--- config.mk ---
export PLATFORM = sky130hd
export DESIGN_NAME = product_accumulator_flat
export DESIGN_NICKNAME = d
export VERILOG_FILES = /design/src/rtl/product_accumulator_pkg.sv /design/src/rtl/product_accumulator_if.sv /design/src/rtl/product_accumulator_acc_adder.sv /design/src/rtl/product_accumulator.sv /design/src/flat_wrapper.sv
export SDC_FILE = /design/constraint.sdc
export NUM_CORES = 1
export LEC_CHECK = 0
export ABC_AREA = 1
export CORE_ASPECT_RATIO = 1.4
export CORE_MARGIN = 1
export CORE_UTILIZATION = 50
export CTS_CLUSTER_SIZE = 20
export DETAILED_ROUTE_END_ITERATION = 16
export PLACE_DENSITY = 0.73
export SYNTH_ARGS = -nofsm -noshare
export SYNTH_HDL_FRONTEND = slang
export SYNTH_HIERARCHICAL = 1
export SYNTH_SLANG_ARGS = --single-unit
--- constraint.sdc ---
create_clock -name clk -period 2.7 [get_ports clk]
set_input_delay 0.81 -clock clk [delete_from_list [all_inputs] [get_ports clk]]
set_output_delay 0.81 -clock clk [all_outputs]
set_load 0.005 [all_outputs]
--- src/rtl/product_accumulator_pkg.sv ---
// Shared types and helpers for the product accumulator: FSM states, default widths
// and the overflow-aware adder function used by acc_adder.
package product_accumulator_pkg;

    typedef enum logic {
        ACCUM = 1'b0,
        HOLD  = 1'b1
    } state_t;

    localparam int unsigned PROD_W_DEF = 8;
    localparam int unsigned ACC_W_DEF  = 16;
    localparam int unsigned SAT_W_MAX  = 64;

    typedef struct packed {
        logic [SAT_W_MAX-1:0] sum;
        logic                 ovf;
    } sat_res_t;

    // Operands arrive sign-extended to SAT_W_MAX, so the wide sum is exact; it overflowed
    // w bits exactly when the addend signs match and the w-bit sum sign differs.
    function automatic sat_res_t sat_add(input logic [SAT_W_MAX-1:0] a,
                                         input logic [SAT_W_MAX-1:0] b,
                                         input int unsigned          w);
        sat_res_t r;
        logic signed [SAT_W_MAX-1:0] hi;
        r.sum = a + b;
        hi    = $signed(r.sum) >>> (w - 1);
        r.ovf = (hi != '0) && (hi != '1);
        return r;
    endfunction

endpackage

--- src/rtl/product_accumulator_if.sv ---
// Handshake bundle between product source, accumulator and result sink.
interface product_accumulator_if
    import product_accumulator_pkg::*;
#(
    parameter int unsigned PROD_W = PROD_W_DEF,
    parameter int unsigned ACC_W  = ACC_W_DEF
);
    logic              in_valid;
    logic              in_ready;
    logic [PROD_W-1:0] in_product;
    logic              clear;
    logic              out_valid;
    logic              out_ready;
    logic [ACC_W-1:0]  out_sum;
    logic              out_ovf;

    modport master (
        output in_valid, in_product, clear, out_ready,
        input  in_ready, out_valid, out_sum, out_ovf
    );

    modport slave (
        input  in_valid, in_product, clear, out_ready,
        output in_ready, out_valid, out_sum, out_ovf
    );
endinterface

--- src/rtl/product_accumulator_acc_adder.sv ---
// Combinational accumulate step: sign-extend the product, add, flag overflow.
// Defining PRODUCT_ACCUMULATOR_SATURATE_EN clamps overflowed sums to the signed limits.
module acc_adder
    import product_accumulator_pkg::*;
#(
    parameter int unsigned PROD_W = PROD_W_DEF,
    parameter int unsigned ACC_W  = ACC_W_DEF
) (
    input  logic [ACC_W-1:0]  acc,
    input  logic [PROD_W-1:0] product,
    output logic [ACC_W-1:0]  sum,
    output logic              ovf
);
    logic [SAT_W_MAX-1:0] a_ext;
    logic [SAT_W_MAX-1:0] p_ext;
    sat_res_t             r;
    logic                 unused_hi;

    assign a_ext     = {{(SAT_W_MAX-ACC_W){acc[ACC_W-1]}}, acc};
    assign p_ext     = {{(SAT_W_MAX-PROD_W){product[PROD_W-1]}}, product};
    assign r         = sat_add(a_ext, p_ext, ACC_W);
    assign ovf       = r.ovf;
    assign unused_hi = ^r.sum[SAT_W_MAX-1:ACC_W];

`ifdef PRODUCT_ACCUMULATOR_SATURATE_EN
    // The exact wide sum's sign picks the clamp direction.
    always_comb begin
        sum = r.sum[ACC_W-1:0];
        if (r.ovf) begin
            sum = r.sum[SAT_W_MAX-1] ? {1'b1, {(ACC_W-1){1'b0}}} : {1'b0, {(ACC_W-1){1'b1}}};
        end
    end
`else
    assign sum = r.sum[ACC_W-1:0];
`endif
endmodule

--- src/rtl/product_accumulator.sv ---
// Sums frames of FRAME_LEN signed products and offers each frame sum on a registered
// valid/ready output; saturation is selected by PRODUCT_ACCUMULATOR_SATURATE_EN.
module product_accumulator
    import product_accumulator_pkg::*;
#(
    parameter int unsigned PROD_W    = PROD_W_DEF,
    parameter int unsigned ACC_W     = ACC_W_DEF,
    parameter int unsigned FRAME_LEN = 4
) (
    input  logic                 clk,
    input  logic                 rst,
    product_accumulator_if.slave bus
);
    localparam int unsigned CNT_W = (FRAME_LEN > 1) ? $clog2(FRAME_LEN) : 1;

    state_t           state;
    logic [ACC_W-1:0] acc;
    logic [ACC_W-1:0] sum;
    logic [CNT_W-1:0] cnt;
    logic             ovf_this;
    logic             ovf_sticky;
    logic             in_xfer;
    logic             out_xfer;
    logic             last;

    assign bus.in_ready = (state == HOLD) ? bus.out_ready : !bus.clear;
    assign in_xfer      = bus.in_valid && bus.in_ready;
    assign out_xfer     = bus.out_valid && bus.out_ready;
    assign last         = (cnt == CNT_W'(FRAME_LEN - 1));

    acc_adder #(
        .PROD_W (PROD_W),
        .ACC_W  (ACC_W)
    ) u_add (
        .acc     (acc),
        .product (bus.in_product),
        .sum     (sum),
        .ovf     (ovf_this)
    );

    always_ff @(posedge clk) begin
        if (rst) begin
            state         <= ACCUM;
            acc           <= '0;
            cnt           <= '0;
            ovf_sticky    <= 1'b0;
            bus.out_valid <= 1'b0;
            bus.out_sum   <= '0;
            bus.out_ovf   <= 1'b0;
        end else if (state == ACCUM && bus.clear) begin
            acc        <= '0;
            cnt        <= '0;
            ovf_sticky <= 1'b0;
        end else begin
            // acc/ovf_sticky are already zero in HOLD, so a product accepted there starts a
            // fresh frame; a completion assigned later overrides the drain (FRAME_LEN==1).
            if (out_xfer) begin
                bus.out_valid <= 1'b0;
                state         <= ACCUM;
            end
            if (in_xfer) begin
                if (last) begin
                    bus.out_sum   <= sum;
                    bus.out_ovf   <= ovf_sticky | ovf_this;
                    bus.out_valid <= 1'b1;
                    acc           <= '0;
                    cnt           <= '0;
                    ovf_sticky    <= 1'b0;
                    state         <= HOLD;
                end else begin
                    acc        <= sum;
                    cnt        <= cnt + 1'b1;
                    ovf_sticky <= ovf_sticky | ovf_this;
                end
            end
        end
    end
endmodule

--- src/flat_wrapper.sv ---
// flat-port wrapper written by rule: the top's interface ports become plain ports
module product_accumulator_flat import product_accumulator_pkg::*;
#(
    parameter int unsigned PROD_W    = PROD_W_DEF,
    parameter int unsigned ACC_W     = ACC_W_DEF,
    parameter int unsigned FRAME_LEN = 4
)
  (clk, rst, bus_in_valid, bus_in_product, bus_clear, bus_out_ready, bus_in_ready, bus_out_valid, bus_out_sum, bus_out_ovf);
  product_accumulator_if #(.PROD_W(PROD_W), .ACC_W(ACC_W)) bus_i ();
  input  logic clk;
  input  logic rst;
  input wire logic [$bits(bus_i.in_valid)-1:0] bus_in_valid;
  input wire logic [$bits(bus_i.in_product)-1:0] bus_in_product;
  input wire logic [$bits(bus_i.clear)-1:0] bus_clear;
  input wire logic [$bits(bus_i.out_ready)-1:0] bus_out_ready;
  output wire logic [$bits(bus_i.in_ready)-1:0] bus_in_ready;
  output wire logic [$bits(bus_i.out_valid)-1:0] bus_out_valid;
  output wire logic [$bits(bus_i.out_sum)-1:0] bus_out_sum;
  output wire logic [$bits(bus_i.out_ovf)-1:0] bus_out_ovf;
  assign bus_i.in_valid = bus_in_valid;
  assign bus_i.in_product = bus_in_product;
  assign bus_i.clear = bus_clear;
  assign bus_i.out_ready = bus_out_ready;
  assign bus_in_ready = bus_i.in_ready;
  assign bus_out_valid = bus_i.out_valid;
  assign bus_out_sum = bus_i.out_sum;
  assign bus_out_ovf = bus_i.out_ovf;
  product_accumulator #(.PROD_W(PROD_W), .ACC_W(ACC_W), .FRAME_LEN(FRAME_LEN)) u_core (.clk(clk), .rst(rst), .bus(bus_i));
endmodule
==> results.txt <==
Mapped Nets: 495
Pin count of the biggest net entering global routing: 39
Reg2reg start: u_core/acc[0]$_SDFFE_PP0N_
Antenna Nets Post-Route: 0
Fin crit share: 94.1%
Max-slew violations: 0
Final hold slack: 472 ps
Avg Cell Area, Syn: 6.08 sq um
Reg power frac: 43.3%
Total number of vias: 2873
Antenna Cells: 0
Critical path type: in2reg
Initial antenna violation count: 0
Setup Fix Bufs, Post-CTS: 0
Via density: 4.86
Die Ht: 90.9 um
Final core occ: 65.2%
CTS tree: yes
Ys async rst share: 0%
Max FO, Critical Path: 4
Sequential area share after synthesis: 27.0%
Area leader, netlist: dfxtp_1
Share of the synthesized area in the top cell type: 27.0%
Slew @ Worst Pin: 566 ps
Total track usage: 24.3%
CP startpoint kind: primary input
Power Dens Cells: 373 nW/um^2
Post-route cell area: 3570 sq um
Total power: 0.00133 W
Ys flop type: dfxtp_1
Num rows: 32
Final Skew: 2.47 ps
WP data arrival: 2740 ps
Area Growth Syn to Fin: 26.7%
Hold path start: u_core/cnt[1]$_SDFFE_PP0N_
Final hold violations: 0
DR DRC count: 0
Die width: 65.5 um
GRT overflow: 0
Leakage power: 1.86 nW
Clock Tree Buf Depth: 2
Filler Cell Count: 524
Die footprint: 5950 sq um
RSZ-0062 raised after global routing: false
Critical Path End Type: flip-flop
Commonest non-fill, non-tap cell in the layout: nand2_1
Initial DRC count: 144
Combinational Power Share: 25.3%
Inserted Clock Buffers: 5
Drt first pass iters: 4
IO buf count: 31
CTS Sinks: 38
Final Critical Period: 2540 ps
Net Sw Frac: 30.8%
Root buf cell: clkbuf_8
Int Pwr: 0.000922 W
Class of the worst hold path: reg2reg
Vias in the first global route: 2660
Worst-skew pair later-pin latency: 300 ps
Ranking of synthesized cells by area: dfxtp_1 27%, nand2_1 19%, inv_1 12%
Post-Place Cells: 582
#FFs+latches synth: 38
Critical path origin: bus_in_product[6]
Drt wl/cell: 11.5 um
Critical Path RT: 2900 ps
First-pass GRT wire length: 11300 um
Post-DP HPWL: 4830 um
Final WL: 6780 um
Library cells used by synthesis: 31
GPL Wtd Cong: 0.923
H-Tree Depth: 2
VDD IR max: 179 uV
Clk network pwr share: 31.4%
I/O pin cnt: 32
Fin nets: 553
Most frequent cells in the layout: 143 x nand2_1, 92 x inv_1, 51 x nor2_1, 38 x dfxtp_1, 33 x buf_4
Max_slew headroom: 62.2%
P_sw: 0.000410 W
EDFF count, synth: 0
Post-synthesis instance area: 2820 sq um
Initial Util: 51.4%
Status: completed
Core area: 5490 sq um
Post-Syn Instances: 464
Total number of yosys warnings: 6
Share of cells above drive strength 1: 15.3%
DP Area: 3370 sq um
Max-Cap Viols: 0
Worst-path clk slew: 80 ps
Fmax achieved: 394 MHz
Final setup violation count: 0
Non-filler cells, final: 591
## layer usage
layer / GRT usage (%) / share of wire, % / vias to the layer above
met5: 0 / 0 / -
li1: - / - / 1517
met2: 42.8 / 51 / 76
met3: 3.79 / 4.2 / 21
met4: 11.2 / 3.3 / 0
met1: 27.7 / 42 / 1259
## cell usage after synthesis, types with 2 or more instances
master    number
xor2_1        10
nand4_1       19
and2_1         2
clkinv_1       2
xnor2_1        2
buf_2          7
nand2_1      146
buf_4          2
ha_1          17
nand3_1       29
nor2_1        52
o21bai_1       2
nand2_2       11
buf_6          3
inv_1         92
dfxtp_1       38
inv_2          2
a21oi_1       15
## area by class of cell
cell class	count	area, sq um	share of cell area, %
Inverter	96	360	10.1
Multi-Input combinational cell	315	1690	47.3
Clock inverter	2	12.5	0.350
Timing Repair Buffer	66	584	16.3
Clock buffer	6	82.6	2.31
Tap cell	68	85.1	2.38
Sequential cell	38	761	21.3
## power by group through the flow
stage | sequential, W | combinational, W | clock, W
after floorplan | 0.000587 | 0.000207 | 0
after global placement | 0.000588 | 0.000313 | 0
after detailed placement | 0.000589 | 0.000316 | 0
after CTS | 0.000575 | 0.000318 | 0.000440
after global routing | 0.000578 | 0.000377 | 0.000464
final | 0.000577 | 0.000337 | 0.000418
## worst max-delay path, stage by stage
cell	delay, ps
clkdlybuf4s50_1	410
ha_1	340
nand2_1	90
nand2_1	90
a21oi_1	200
nor2_1	70
nor3_1	210
nand2_1	80
nand2_1	60
nand2_1	90
inv_1	80
nand4_1	90
nand2_1	80
nor2_1	50
## final timing paths
check                                                      endpoint  slack [ps]  cells after the start
worst max-delay path            u_core/bus.out_sum[13]$_SDFFE_PP0P_         160                     14
worst min-delay path                     u_core/cnt[1]$_SDFFE_PP0N_         470                      2
worst max register to register  u_core/bus.out_sum[12]$_SDFFE_PP0P_         720                     14
worst min register to register           u_core/cnt[1]$_SDFFE_PP0N_         470                      2
## per-stage QoR
stage / setup WS [ps] / TNS (ps)
global route: 5.09 / 0
detailed placement: -331 / -4290
global placement: -287 / -3760
CTS: 6.96 / 0
floorplan: 277 / 0
finish: 160 / 0
## sequential cells by signal (all words and copies together), names as in the netlist
register and cells:
u_core/state 1, u_core/bus.out_valid 1, u_core/ovf_sticky 1, u_core/bus.out_sum 16
u_core/cnt 2, u_core/acc 16, u_core/bus.out_ovf 1
## what timing repair did
action	4_1_cts	5_1_grt
resized for setup	2	23
hold buffers	0	0
pin swaps	0	7
endpoints found under the setup margin	2	14
endpoints found under the hold margin	0	0
cloned	0	1
## cells by family (layout without fill, tap and decap cells)
kind of cell | count (synthesis) | in the layout | synth area share, %
flip-flops | 38 | 38 | 27.0
buffers and inverters | 111 | 170 | 16.5
XOR/XNOR | 12 | 12 | 3.73
AO/OA/AOI/OAI | 21 | 21 | 4.39
adder cells (fa/ha/maj) | 18 | 18 | 8.25
AND/OR/NAND/NOR | 264 | 264 | 40.2
(Power assumes the default switching activity.)
